===== config.mk =====
export PLATFORM = sky130hd
export DESIGN_NAME = dds_channel_scheduler
export DESIGN_NICKNAME = d
export VERILOG_FILES = /design/src/rtl/dds_channel_scheduler.sv
export SDC_FILE = /design/constraint.sdc
export NUM_CORES = 1
export LEC_CHECK = 0
export BUFFER_PORTS_ARGS = -buffer_cell sky130_fd_sc_hd__buf_2
export CAP_MARGIN = 0
export CORE_MARGIN = 2
export CORE_UTILIZATION = 65
export DETAILED_ROUTE_END_ITERATION = 7
export PLACE_DENSITY = 0.84
export SYNTH_ARGS = -nofsm -noshare
export SYNTH_HDL_FRONTEND = slang
export SYNTH_SLANG_ARGS = --single-unit

===== constraint.sdc =====
create_clock -name clk -period 13.51 [get_ports clk]
set_clock_uncertainty 0.1 [all_clocks]
set_input_delay 0.6755 -clock clk [delete_from_list [all_inputs] [get_ports clk]]
set_output_delay 0.6755 -clock clk [all_outputs]
set_load 0.1 [all_outputs]

===== src/rtl/dds_channel_scheduler.sv =====
// dds_channel_scheduler
// Shares one DDS core between NUM_CH NCO channels. Each cycle the
// first enabled channel at or after the round-robin pointer sends
// acc+ofs to the DDS, and its channel id is pushed into a tag FIFO.
// DDS results come back in order. Each result pops one tag, and the
// pair {tag, sample} goes into the output FIFO. Issue stops while the
// tag FIFO and the output FIFO together hold FIFO_DEPTH entries, so the
// output FIFO never overflows even though the DDS cannot be stalled.
// Optional feature macro: DDS_SCHED_COS_EN. When it is defined, a cos
// sample is stored next to each sin sample.
module dds_channel_scheduler #(
    parameter int  PHASE_DW   = 16,
    parameter int  OUT_DW     = 16,
    parameter int  NUM_CH     = 4,
    parameter int  FIFO_DEPTH = 8,
    localparam int CH_W       = $clog2(NUM_CH)
) (
    input  logic                clk,
    input  logic                reset,
    input  logic                cfg_wr_en,
    input  logic [CH_W-1:0]     cfg_ch,
    input  logic [PHASE_DW-1:0] cfg_phase_inc,
    input  logic [PHASE_DW-1:0] cfg_phase_ofs,
    input  logic [NUM_CH-1:0]   ch_enable,
    input  logic                sync_clear,
    output logic [PHASE_DW-1:0] m_axis_dds_phase_tdata,
    output logic                m_axis_dds_phase_tvalid,
    input  logic [OUT_DW-1:0]   s_axis_dds_sin_tdata,
    input  logic                s_axis_dds_sin_tvalid,
`ifdef DDS_SCHED_COS_EN
    input  logic [OUT_DW-1:0]   s_axis_dds_cos_tdata,
    output logic [OUT_DW-1:0]   m_axis_ch_cos_tdata,
`endif
    output logic [OUT_DW-1:0]   m_axis_ch_tdata,
    output logic [CH_W-1:0]     m_axis_ch_tuser,
    output logic                m_axis_ch_tvalid,
    input  logic                m_axis_ch_tready,
    output logic                err_tag
);

    localparam int              AW        = $clog2(FIFO_DEPTH);
    localparam int              CNT_W     = AW + 1;
    localparam logic [CNT_W:0]  DEPTH_SUM = (CNT_W + 1)'(FIFO_DEPTH);
    localparam logic [CNT_W-1:0] DEPTH_CNT = CNT_W'(FIFO_DEPTH);

    // Per-channel NCO state
    logic [PHASE_DW-1:0] r_acc [NUM_CH];
    logic [PHASE_DW-1:0] r_inc [NUM_CH];
    logic [PHASE_DW-1:0] r_ofs [NUM_CH];
    logic [CH_W-1:0]     r_ptr;
    logic [PHASE_DW-1:0] r_phase;
    logic                r_phase_vld;

    // Tag FIFO: channel ids of requests that are still inside the DDS
    logic [CH_W-1:0]     r_tag_mem [FIFO_DEPTH];
    logic [AW-1:0]       r_tag_wr;
    logic [AW-1:0]       r_tag_rd;
    logic [CNT_W-1:0]    r_tag_cnt;

    // Output FIFO: {channel, sample} pairs waiting for the downstream
    logic [OUT_DW-1:0]   r_out_dat [FIFO_DEPTH];
    logic [CH_W-1:0]     r_out_ch  [FIFO_DEPTH];
`ifdef DDS_SCHED_COS_EN
    logic [OUT_DW-1:0]   r_out_cos [FIFO_DEPTH];
`endif
    logic [AW-1:0]       r_out_wr;
    logic [AW-1:0]       r_out_rd;
    logic [CNT_W-1:0]    r_out_cnt;
    logic                r_err;

    logic                w_any_en;
    logic [CH_W-1:0]     w_sel;
    logic [CH_W-1:0]     w_ptr_next;
    logic [CNT_W:0]      w_used;
    logic                w_issue;
    logic                w_tag_empty;
    logic                w_tag_pop;
    logic                w_out_vld;
    logic                w_out_full;
    logic                w_out_pop;
    logic                w_out_push;

    // Round-robin pick: the first enabled channel at or after r_ptr
    // NOTE: always_comb outputs get a default first, so no path leaves them unassigned and no latch is inferred.
    always_comb begin
        w_any_en = 1'b0;
        w_sel    = '0;
        for (int k = 0; k < NUM_CH; k++) begin
            if (!w_any_en && ch_enable[CH_W'((int'(r_ptr) + k) % NUM_CH)]) begin
                w_any_en = 1'b1;
                w_sel    = CH_W'((int'(r_ptr) + k) % NUM_CH);
            end
        end
    end

    assign w_ptr_next  = (w_sel == CH_W'(NUM_CH - 1)) ? '0 : w_sel + CH_W'(1);
    assign w_used      = {1'b0, r_tag_cnt} + {1'b0, r_out_cnt};
    assign w_issue     = w_any_en && (w_used < DEPTH_SUM);
    assign w_tag_empty = (r_tag_cnt == '0);
    assign w_tag_pop   = s_axis_dds_sin_tvalid && !w_tag_empty;
    assign w_out_vld   = (r_out_cnt != '0);
    assign w_out_full  = (r_out_cnt == DEPTH_CNT);
    assign w_out_pop   = w_out_vld && m_axis_ch_tready;
    assign w_out_push  = w_tag_pop && (!w_out_full || w_out_pop);

    // Phase issue, accumulator advance, config writes and sync clear
    // NOTE: sequential state uses non-blocking assignments, so every read in this block sees the pre-edge value.
    always_ff @(posedge clk or posedge reset) begin
        if (reset) begin
            for (int i = 0; i < NUM_CH; i++) begin
                r_acc[i] <= '0;
                r_inc[i] <= '0;
                r_ofs[i] <= '0;
            end
            r_ptr       <= '0;
            r_phase     <= '0;
            r_phase_vld <= 1'b0;
        end else begin
            r_phase_vld <= w_issue;
            if (w_issue) begin
                r_phase      <= r_acc[w_sel] + r_ofs[w_sel];
                r_acc[w_sel] <= r_acc[w_sel] + r_inc[w_sel];
                r_ptr        <= w_ptr_next;
            end
            // Later assignment wins, so a clear overrides this cycle's accumulate
            if (sync_clear) begin
                for (int i = 0; i < NUM_CH; i++) begin
                    r_acc[i] <= '0;
                end
            end
            if (cfg_wr_en) begin
                r_inc[cfg_ch] <= cfg_phase_inc;
                r_ofs[cfg_ch] <= cfg_phase_ofs;
            end
        end
    end

    // Tag FIFO pointers and occupancy; push on issue, pop on DDS result
    always_ff @(posedge clk or posedge reset) begin
        if (reset) begin
            r_tag_wr  <= '0;
            r_tag_rd  <= '0;
            r_tag_cnt <= '0;
        end else begin
            if (w_issue) begin
                r_tag_wr <= r_tag_wr + AW'(1);
            end
            if (w_tag_pop) begin
                r_tag_rd <= r_tag_rd + AW'(1);
            end
            case ({w_issue, w_tag_pop})
                2'b10:   r_tag_cnt <= r_tag_cnt + CNT_W'(1);
                2'b01:   r_tag_cnt <= r_tag_cnt - CNT_W'(1);
                default: r_tag_cnt <= r_tag_cnt;
            endcase
        end
    end

    // Tag FIFO storage
    // NOTE: FIFO storage is not reset; occupancy counters decide what is valid, and outputs are gated by them.
    always_ff @(posedge clk) begin
        if (w_issue) begin
            r_tag_mem[r_tag_wr] <= w_sel;
        end
    end

    // Output FIFO pointers, occupancy and the sticky orphan-result flag
    always_ff @(posedge clk or posedge reset) begin
        if (reset) begin
            r_out_wr  <= '0;
            r_out_rd  <= '0;
            r_out_cnt <= '0;
            r_err     <= 1'b0;
        end else begin
            if (w_out_push) begin
                r_out_wr <= r_out_wr + AW'(1);
            end
            if (w_out_pop) begin
                r_out_rd <= r_out_rd + AW'(1);
            end
            case ({w_out_push, w_out_pop})
                2'b10:   r_out_cnt <= r_out_cnt + CNT_W'(1);
                2'b01:   r_out_cnt <= r_out_cnt - CNT_W'(1);
                default: r_out_cnt <= r_out_cnt;
            endcase
            if (s_axis_dds_sin_tvalid && w_tag_empty) begin
                r_err <= 1'b1;
            end
        end
    end

    // Output FIFO storage: the sample is paired with the channel tag it popped
    always_ff @(posedge clk) begin
        if (w_out_push) begin
            r_out_dat[r_out_wr] <= s_axis_dds_sin_tdata;
            r_out_ch[r_out_wr]  <= r_tag_mem[r_tag_rd];
`ifdef DDS_SCHED_COS_EN
            r_out_cos[r_out_wr] <= s_axis_dds_cos_tdata;
`endif
        end
    end

    assign m_axis_dds_phase_tdata  = r_phase;
    assign m_axis_dds_phase_tvalid = r_phase_vld;
    assign m_axis_ch_tvalid        = w_out_vld;
    assign m_axis_ch_tdata         = w_out_vld ? r_out_dat[r_out_rd] : '0;
    assign m_axis_ch_tuser         = w_out_vld ? r_out_ch[r_out_rd]  : '0;
`ifdef DDS_SCHED_COS_EN
    assign m_axis_ch_cos_tdata     = w_out_vld ? r_out_cos[r_out_rd] : '0;
`endif
    assign err_tag                 = r_err;

endmodule

==> results of run 1 <==
[Yosys cell counts (all sizes together), types with 2 or more instances]
library cell and n:
a21oi 68, mux2 144, edfxtp 160, o31ai 7
o21ai 34, xnor2 38, fa 2, nor3 11
o22ai 3, dfrtp 232, or2 2, xor2 19
a21o 13, inv 33, a211oi 15, buf 26
and3 34, nand3 18, a31o 2, nand2b 6
nor2 68, mux2i 58, clkbuf 54, mux4 40
o2bb2ai 9, o2111ai 2, ha 41, nand3b 9
nor4 4, nor4b 3, a22oi 9, nand2 268
o21bai 2, or3 7, nor3b 11, a41oi 4
nor2b 2, a31oi 38, and2 5
[flip-flops by register name (all words and copies together) (netlist names), 4 cells and up]
name,cells
r_inc,64
r_out_ch,16
r_ofs,64
r_tag_mem,16
m_axis_dds_phase_tdata,16
r_tag_cnt,4
r_out_dat,128
r_acc,64
r_out_cnt,4
[layer usage]
layer / up-vias / share of wire / GRT usage
li1: 5650 / - / -
met1: 6303 / 0.41 / 0.4049
met2: 582 / 0.47 / 0.4675
met3: 103 / 0.087 / 0.05921
met4: 2 / 0.026 / 0.1031
met5: - / 0.00025 / 0
[power groups by stage]
stage | Combinational, W | Sequential, W | Clock (W)
2_1_floorplan | 0.00201 | 0.00184 | 0
3_3_place_gp | 0.00267 | 0.00170 | 0
3_5_place_dp | 0.00275 | 0.00172 | 0
4_1_cts | 0.00277 | 0.00170 | 0.00109
5_1_grt | 0.00301 | 0.00173 | 0.00114
6_report | 0.00280 | 0.00171 | 0.00108
[worst max-delay path: cells and delay by family (launching register included)]
family                   cells  cell delay, ns
AO/OA/AOI/OAI                8            1.54
AND/OR/NAND/NOR              5            1.34
buffers and inverters        1            0.58
flip-flops                   1            0.45
adder cells (fa/ha/maj)      1            0.31
XOR/XNOR                     1            0.15
[through the flow]
| stage | hold WS (ns) | power [W] | setup slack, ns | cell area [sq um] |
|---|---|---|---|---|
| finish | 0.1021 | 0.005593 | 8.790 | 20770 |
| CTS | 0.1115 | 0.005569 | 8.905 | 20760 |
| global placement | 0.3331 | 0.004367 | 8.803 | 19480 |
| global route | 0.1401 | 0.005887 | 8.496 | 20760 |
| detailed placement | 0.3640 | 0.004468 | 8.624 | 19480 |
| floorplan | 0.3574 | 0.003848 | 6.373 | 18640 |
[placed cells by master, fill, tap and decap left out, drive strengths merged, types with 3 or more instances in the layout]
master	n
clkinv	10
mux4	40
nor3	11
xor2	19
nor3b	11
and3	34
a21o	13
o2bb2ai	9
buf	118
clkinvlp	3
bufinv	3
nand2	268
nor4b	3
dfrtp	232
a211oi	15
ha	41
o31ai	7
or3	7
mux2i	58
a41oi	4
nand3b	9
o22ai	3
and2	5
nand3	18
clkbuf	56
a31oi	38
xnor2	38
edfxtp	160
a21oi	68
nor4	4
o21ai	34
inv	34
nand2b	6
nor2	68
mux2	144
a22oi	9
[cells by family after synthesis]
logic type | synth area share
flops | 0.5693
buf+inv | 0.02531
mux | 0.1667
fa+ha+maj | 0.03021
compound gates | 0.07439
xor+xnor | 0.02679
simple gates | 0.1073
[area by class of cell]
cell class | instances | share of cell area
Tap cell | 378 | 0.02277
Multi-Input combinational cell | 1009 | 0.3666
Clock inverter | 17 | 0.008796
Timing Repair Buffer | 118 | 0.03109
Inverter | 33 | 0.006567
Clock buffer | 56 | 0.05302
Antenna cell | 2 | 0.0002410
Sequential cell | 392 | 0.5109
[how the worst max path moves through the flow]
stage                  from                          to  cells after the start  slack [ns]
2_1_floorplan         reset                     err_tag                      1        6.37
3_3_place_gp   ch_enable[2]  m_axis_dds_phase_tdata[15]                     17        8.80
3_5_place_dp   ch_enable[3]  m_axis_dds_phase_tdata[15]                     17        8.62
4_1_cts            r_ptr[1]  m_axis_dds_phase_tdata[15]                     16        8.90
5_1_grt            r_ptr[1]                   r_acc[63]                     16        8.50
6_report           r_ptr[1]  m_axis_dds_phase_tdata[15]                     16        8.79
==> impl_metrics.json, run 1 <==
{
  "r2r-start": "r_ptr[1]",
  "rsz0062_at_grt": "false",
  "start_kind": "register",
  "dp_cells": 1930,
  "seq_area_frac_synth": 0.5693,
  "core_sq_um": 28010,
  "max_slew.worst_pin.slew_ns": 1.053,
  "cp.required_ns": 13.80,
  "period_needed_ns": 4.720,
  "hold_violations": 0,
  "p_clk_frac": 0.193,
  "clock.fmax_mhz": 211.9,
  "die_h_microns": 173.3,
  "drt_iter0_drc": 1295,
  "r2r_end": "m_axis_dds_phase_tdata[15]",
  "yosys_warnings": 0,
  "cts_setup_buffers": 0,
  "p_leak_nw": 8.533,
  "grt-ovfl-total": 0,
  "fin_setup_tns_ns": 0,
  "clock_latency_ns": 0.54,
  "path_common_cell": "a31oi_1",
  "ys_async_sr_fraction": 0.5918,
  "comb_power_share": 0.501,
  "grt_max_degree": 87,
  "start_util": 0.6653,
  "drive_gt1_frac": 0.2412,
  "critical_path_class": "register to register",
  "synthCells": 1514,
  "htree_levels": 2,
  "nets": 1697,
  "regToRegSetupSlack_ns": 8.79,
  "n_fill_cell": 1779,
  "drcViolationCount": 0,
  "stdcell_count": 2005,
  "die_area_sq_um": 30040,
  "pwr-share-seq": 0.305,
  "dr.pass1.iters": 6,
  "routedWlPerCell_microns": 21.75,
  "via_per_inst": 6.304,
  "synth_top_area_frac": 0.3115,
  "grt_pass1_wl_microns": 69290,
  "clock_path_buffers": 3,
  "cts_sinks": 392,
  "finalCritPeriodShare": 0.3493,
  "max_cap_violations": 0,
  "yosysTopAreaCell": "dfrtp_1",
  "seq_area_sq_um": 10610,
  "maxSlewViolCount": 0,
  "synth.area.top_cells": "dfrtp_1 31%, edfxtp_1 26%, mux2_2 8.7%",
  "multi_input_area_sq_um": 7614,
  "drt-total-wl_microns": 43620,
  "cts_tree": "done",
  "switching_share": 0.4553,
  "peakVddDrop_mv": 0.1422,
  "yosys.cell_types.count": 67,
  "track_usage": 0.2926,
  "ys_ff_latch": 392,
  "slowest_stage": "inv_6",
  "ant_nets": 0,
  "p_per_area_nw_per_um2": 269.3,
  "num_vias": 12640,
  "synth.avg_cell_area_sq_um": 12.31,
  "rows": 61,
  "ctsHoldBuffers": 0,
  "synth_ff_type": "dfrtp_1",
  "cts_root_buf": "clkbuf_16",
  "endpoint_kind": "register",
  "io_buffers": 96,
  "synthToLayoutAreaGrowth_pct": 11.44,
  "hold_path.class": "input pin to async pin",
  "synth.net_count": 1617,
  "place.gp.congestion": 0.9192,
  "cts-resized-gates": 0,
  "critPathMaxFanout": 86,
  "p_sw_w": 0.002546,
  "p_int_w": 0.003046,
  "num_io_pins": 97,
  "worstPathArrival_ns": 5.01,
  "reg2reg_depth": 16,
  "antenna_found_initial": 3,
  "fin_util": 0.7415,
  "grt_pass1_vias": 12880,
  "max_slew_margin": 0.2977,
  "slowest_delay_ns": 0.58,
  "die_w_microns": 173.3,
  "path_cells": "nand2b_1 -> a21o_1 -> and3_4 -> inv_6 -> nand2_1 -> and3_1 -> a31oi_1 -> ha_1 -> a41oi_2 -> o31ai_1 -> a211oi_2 -> a211oi_1 -> or4_1 -> a31oi_1 -> xnor2_1 -> o21ai_1",
  "synth_area_sq_um": 18640,
  "hpwl_microns": 26960,
  "synth_edf_count": 160,
  "clk_pin_slew_ns": 0.06,
  "status": "completed",
  "finalSetupViolations": 0,
  "numCtsBuffers": 40
}
No activity file was read; power rests on OpenSTA's default activity.
==> run 2, diff against run 1 <==
--- a/config.mk
+++ b/config.mk
@@ -5,12 +5,13 @@
 export SDC_FILE = /design/constraint.sdc
 export NUM_CORES = 1
 export LEC_CHECK = 0
+export ABC_AREA = 1
 export BUFFER_PORTS_ARGS = -buffer_cell sky130_fd_sc_hd__buf_2
 export CAP_MARGIN = 0
 export CORE_MARGIN = 2
-export CORE_UTILIZATION = 65
+export CORE_UTILIZATION = 56
 export DETAILED_ROUTE_END_ITERATION = 7
-export PLACE_DENSITY = 0.84
+export PLACE_DENSITY = 0.77
 export SYNTH_ARGS = -nofsm -noshare
 export SYNTH_HDL_FRONTEND = slang
 export SYNTH_SLANG_ARGS = --single-unit
==> constraint.sdc (replaced) <==
create_clock -name clk -period 4.2 [get_ports clk]
set_clock_uncertainty 0.1 [all_clocks]
set_input_delay 0.21 -clock clk [delete_from_list [all_inputs] [get_ports clk]]
set_output_delay 0.21 -clock clk [all_outputs]
set_load 0.1 [all_outputs]
==> run 2 against run 1 <==
Net effect: hold slack worse by 0.052 ns; highest routed layer is now met4; setup slack worse by 8.5 ns; design area up 6.4%; cell count up 43%; critical path depth up 3; die area up 20%; synthesized cell count up 48%.
==> impl_metrics.json, run 2 <==
{
  "status": "completed",
  "largest_register_ff_count": 128,
  "hpwl_microns": 31210,
  "design_area_sq_um": 22090,
  "dp_cells": 2733,
  "rsz0062_at_grt": "false",
  "finalSetupViolations": 0,
  "period_needed_ns": 3.918,
  "synthCells": 2244,
  "ant_nets": 0,
  "fin_setup_tns_ns": 0,
  "yosys_warnings": 0,
  "routedWlPerCell_microns": 17.25,
  "dr.pass1.iters": 6,
  "via_per_inst": 5.690,
  "num_vias": 16270,
  "num_io_pins": 97,
  "ys_ff_latch": 392,
  "critPathMaxFanout": 23,
  "reg2reg_depth": 19,
  "r2r_end": "r_acc[63]",
  "maxSlewViolCount": 0,
  "clk_pin_slew_ns": 0.06,
  "io_buffers": 96,
  "cp.required_ns": 4.55,
  "synth_edf_count": 160,
  "synthToLayoutAreaGrowth_pct": 14.43,
  "holdPathStages": 4,
  "mostFrequentLayoutCell": "nand2_1",
  "die_h_microns": 189.7,
  "htree_levels": 2,
  "synth_ff_type": "dfrtp_1",
  "dr_wl_met3_microns": 4316,
  "antenna_found_initial": 1,
  "hold_path.class": "input pin to register",
  "placed_area_sq_um": 20250,
  "drt_iter0_drc": 1702,
  "critPathLaunch": "r_ptr[0]",
  "cts_root_buf": "clkbuf_16",
  "grt_max_degree": 179,
  "m1WireLength_microns": 21450,
  "cts_sinks": 392,
  "max_slew_margin": 0.3211,
  "synth_top_area_frac": 0.3007,
  "core_sq_um": 34290,
  "worstPathArrival_ns": 4.26,
  "stdcell_count": 2860,
  "top_layer_used": "met4",
  "holdPathEnd": "r_acc[20]",
  "fin_util": 0.6444,
  "place.gp.congestion": 0.9691,
  "multi_input_area_sq_um": 7495,
  "start_util": 0.5631,
  "met2_wirelength_microns": 22500,
  "die_area_sq_um": 35980,
  "yosysMostFrequentCell": "nand2_1",
  "seq_area_frac_synth": 0.5495,
  "synth.net_count": 2347,
  "hp-start": "sync_clear",
  "yosys.cell_types.count": 48,
  "clock.fmax_mhz": 255.2,
  "ys_top_cells_by_count": "615 x nand2_1, 306 x o21ai_0, 232 x dfrtp_1",
  "hold_violations": 0,
  "rows": 68,
  "regMostFlops": "r_out_dat",
  "die_w_microns": 189.7,
  "clock_latency_ns": 0.55,
  "finalCritPeriodShare": 0.9328,
  "seq_area_sq_um": 10610,
  "nets": 2476,
  "synth.area.top_cells": "dfrtp_1 30%, edfxtp_1 25%, nand2_1 12%",
  "drt-total-wl_microns": 49340,
  "synth_area_sq_um": 19310,
  "r2r-start": "r_ptr[0]",
  "ys_async_sr_fraction": 0.5918,
  "grt_pass1_vias": 15670,
  "critical_path_class": "register to register",
  "max_cap_violations": 0,
  "n_fill_cell": 2742,
  "grt-ovfl-total": 0,
  "grt_pass1_wl_microns": 79400,
  "synth.avg_cell_area_sq_um": 8.604,
  "numCtsBuffers": 42,
  "clock_path_buffers": 3,
  "drive_gt1_frac": 0.1049,
  "track_usage": 0.2772,
  "max_slew.worst_pin.slew_ns": 1.018,
  "cts_tree": "done",
  "drcViolationCount": 0,
  "layout_common_cells": "615 x nand2_1, 306 x o21ai_0, 230 x dfrtp_1, 209 x nor2_1, 188 x inv_1",
  "endpoint_kind": "register",
  "yosysTopAreaCell": "dfrtp_1",
  "start_kind": "register",
  "regToRegSetupSlack_ns": 0.28
}
run 2: changes by cell type after synthesis, sizes merged, moves of 31 or more:
cell	previous run	this run
and3	34	3
inv	33	194
mux2	144	0
mux2i	58	0
mux4	40	0
nand2	268	638
nand3	18	136
nand4	0	38
nor2	68	216
o21ai	34	308
o22ai	3	48
run 2: cell type report:
type,instances,share of cell area
tap,455,0.02577
inverter,197,0.03375
sequential,392,0.4803
timing repair buffer,189,0.06082
clock buffer,55,0.05210
antenna,2,0.0002265
clock inverter,19,0.007759
multi-input combinational,1551,0.3392
run 2: worst max-delay path: stages, from the launching register on:
cell      delay [ns]
dfrtp_2         0.49
inv_2           0.17
nand2_1         0.09
nand3_1         0.11
nand2_2         0.09
inv_1           0.09
nand2_1         0.07
nand2_2         0.09
nand3_4         0.10
inv_2           0.13
buf_4           0.28
nand2_1         0.09
a32oi_1         0.44
ha_1            0.39
nand2_1         0.14
o21ai_0         0.13
a221oi_1        0.46
nand3_2         0.18
nand3_1         0.12
nand2_1         0.05
run 2: metal layers:
| metal | vias up | global-route usage |
|---|---|---|
| met4 | 0 | 0.08825 |
| li1 | 7749 | - |
| met2 | 690 | 0.4372 |
| met3 | 95 | 0.06844 |
| met5 | - | 0 |
| met1 | 7739 | 0.3807 |
run 2: how the worst max path moves through the flow:
| stage | to | slack, ns | depth (start not counted) |
|---|---|---|---|
| after floorplan | m_axis_ch_tdata[10] | 0.35 | 6 |
| after global placement | r_acc[31] | 0.35 | 19 |
| after detailed placement | r_acc[63] | 0.26 | 19 |
| after CTS | r_acc[15] | 0.23 | 19 |
| after global routing | r_acc[63] | 0.02 | 19 |
| final | r_acc[63] | 0.28 | 19 |
run 2: repair_timing:
action                                 CTS  global route
setup endpoints to repair                0            37
resized for setup                        0             1
endpoints found under the hold margin  490             0
hold buffers                            51             0
setup buffers                            0             0
run 2: cells by family after synthesis:
logic type / after synthesis / share of synthesized area
AOI/OAI and AO/OA: 438 / 0.1216
adders and majority gates: 43 / 0.02864
xor gates and xnor gates: 22 / 0.009980
DFF: 392 / 0.5495
buffers and inverters: 301 / 0.06331
and+or+nand+nor: 1048 / 0.2269
run 2: per-stage QoR:
stage | hold slack [ns] | setup WS, ns
after floorplan | 0.2089 | 0.3512
after global placement | 0.3322 | 0.3513
after detailed placement | 0.3358 | 0.2564
after CTS | 0.02392 | 0.2287
after global routing | 0.07038 | 0.02204
final | 0.05050 | 0.2822
Power of run 2 is left out: the tool's default activity adds up to more than one toggle a clock period on the data nets, which glitch-free logic cannot reach.
==> run 3, diff against run 2 <==
--- a/config.mk
+++ b/config.mk
@@ -12,6 +12,7 @@
 export CORE_UTILIZATION = 56
 export DETAILED_ROUTE_END_ITERATION = 7
 export PLACE_DENSITY = 0.77
+export SETUP_SLACK_MARGIN = 0.3
 export SYNTH_ARGS = -nofsm -noshare
 export SYNTH_HDL_FRONTEND = slang
 export SYNTH_SLANG_ARGS = --single-unit
==> run 3 against run 2 <==
Net effect: register-to-register slack improved by 0.24 ns; sequential cell count unchanged; fmax rose by 6.5%; hold slack worse by 0.0080 ns; critical path depth rose by 3; sequential share of layout area shrank 0.36 points; cell count grew 0.14%; die area is the same; count of clock-buffer cells in the layout is the same; first-iteration DRC count down 11%; utilization grew 0.49 points; critical endpoint is now m_axis_dds_phase_tdata[14]; highest routed layer unchanged.
==> impl_metrics.json, run 3 (synthesis results as in run 2) <==
{
  "status": "completed",
  "drcViolationCount": 0,
  "die_w_microns": 189.7,
  "place.gp.congestion": 0.9691,
  "seq_area_sq_um": 10610,
  "clock_latency_ns": 0.55,
  "core_sq_um": 34290,
  "cts_sinks": 392,
  "nets": 2480,
  "ant_nets": 0,
  "numCtsBuffers": 42,
  "period_needed_ns": 3.679,
  "drt_iter0_drc": 1519,
  "routedWlPerCell_microns": 17.38,
  "htree_levels": 2,
  "slowest_delay_ns": 0.49,
  "clk_pin_slew_ns": 0.06,
  "die_h_microns": 189.7,
  "rows": 68,
  "finalCritPeriodShare": 0.8760,
  "num_vias": 16290,
  "num_io_pins": 97,
  "mostFrequentLayoutCell": "nand2_1",
  "fin_setup_tns_ns": 0,
  "start_util": 0.5631,
  "multi_input_area_sq_um": 7576,
  "drive_gt1_frac": 0.1122,
  "max_slew_margin": 0.3044,
  "layout_common_cells": "614 x nand2_1, 305 x o21ai_0, 230 x dfrtp_1, 209 x nor2_1, 188 x inv_1",
  "cts_tree": "done",
  "die_area_sq_um": 35980,
  "drt-total-wl_microns": 49780,
  "critical_path_class": "register to register",
  "dr.pass1.iters": 5,
  "rsz0062_at_grt": "false",
  "antenna_found_initial": 1,
  "track_usage": 0.2772,
  "clock_path_buffers": 3,
  "slowest_stage": "o22ai_1",
  "endpoint_kind": "register",
  "clock.fmax_mhz": 271.8,
  "hold_violations": 0,
  "cp.required_ns": 4.54,
  "start_kind": "register",
  "grt_pass1_wl_microns": 79400,
  "maxSlewViolCount": 0,
  "worstPathArrival_ns": 4.02,
  "hpwl_microns": 31210,
  "via_per_inst": 5.687,
  "grt-ovfl-total": 0,
  "hold_path.class": "input pin to register",
  "regMostFlops": "r_out_dat",
  "grt_max_degree": 179,
  "max_cap_violations": 0,
  "critPathMaxFanout": 24,
  "io_buffers": 96,
  "n_fill_cell": 2724,
  "cts_root_buf": "clkbuf_16",
  "largest_register_ff_count": 128,
  "max_slew.worst_pin.slew_ns": 1.043,
  "synthToLayoutAreaGrowth_pct": 15.31,
  "grt_pass1_vias": 15670,
  "finalSetupViolations": 0,
  "cpLargestDelayFamily": "simple AND/OR/NAND/NOR gates",
  "path_common_cell": "nand2_1",
  "path_cells": "buf_4 -> nand2_1 -> nand2_1 -> nand2_1 -> nand2_1 -> nand2_1 -> nand2_1 -> nand2_2 -> nand3_4 -> inv_4 -> buf_12 -> o21ai_0 -> o22ai_1 -> ha_1 -> inv_1 -> o21ai_0 -> inv_1 -> nand2_1 -> a21oi_1 -> nand3_1 -> nand3_1 -> nand2_1",
  "path_buf_inv": 5
}
[run 3: cell count changes in the layout (fill, tap and decap cells not counted), moves of 3 or more]
cell / previous run / this run
buf_4: 39 / 36
a21oi_2: 1 / 4
a21oi_1: 38 / 35
buf_6: 0 / 4
o22ai_1: 48 / 43
o22ai_2: 0 / 5
[run 3: repair_timing]
item	in CTS	in global routing
gates cloned	0	1
setup endpoints to repair	5	62
hold endpoints to repair	490	0
setup buffers	0	3
hold buffers	51	0
gates resized for setup	1	28
[run 3: layout make-up]
type | count | area share
antenna | 2 | 0.0002248
multi-input combinational | 1551 | 0.3403
clock buffer | 55 | 0.05171
clock inverter | 19 | 0.007700
timing repair buffer | 193 | 0.06385
sequential | 392 | 0.4767
tap | 455 | 0.02557
inverter | 197 | 0.03395
[run 3: metal layers]
| metal | GRT usage | vias up | wire length, microns |
|---|---|---|---|
| met5 | 0 | - | 0 |
| met4 | 0.08825 | 0 | 1008 |
| met3 | 0.06844 | 84 | 4654 |
| met2 | 0.4372 | 705 | 22670 |
| met1 | 0.3807 | 7740 | 21450 |
| li1 | - | 7759 | - |
[run 3: worst paths after layout]
| path | start | endpoint | slack (ns) | cells past startpoint |
|---|---|---|---|---|
| max in group asynchronous | reset | r_inc[15] | 2.85 | 4 |
| min reg2reg | err_tag | err_tag | 0.35 | 1 |
| max reg2reg | r_ptr[0] | m_axis_dds_phase_tdata[14] | 0.52 | 22 |
| max | r_ptr[0] | m_axis_dds_phase_tdata[14] | 0.52 | 22 |
| min in group asynchronous | reset | r_ptr[0] | 0.34 | 4 |
| min | sync_clear | r_acc[20] | 0.04 | 4 |
[run 3: worst register-to-register path, delay by kind of cell (launching register included)]
family | cells | cell delay (ns)
and+or+nand+nor | 12 | 0.95
adders and majority gates | 1 | 0.39
DFF | 1 | 0.48
AOI/OAI and AO/OA | 4 | 0.93
buffers and inverters | 5 | 0.75
[run 3: per-stage QoR]
step | cell area (sq um) | setup slack (ns) | hold WS (ns) | std cells | util
6_report | 22260 | 0.5208 | 0.04245 | 2864 | 0.6493
5_1_grt | 22260 | 0.3186 | 0.07038 | 2862 | 0.6491
4_1_cts | 22090 | 0.3666 | 0.02392 | 2858 | 0.6442
3_5_place_dp | 20250 | 0.2564 | 0.3358 | 2733 | 0.5907
3_3_place_gp | 20250 | 0.3513 | 0.3322 | 2733 | 0.5907
2_1_floorplan | 19310 | 0.3512 | 0.2089 | 2244 | -
Power of run 3 is left out for the same reason.
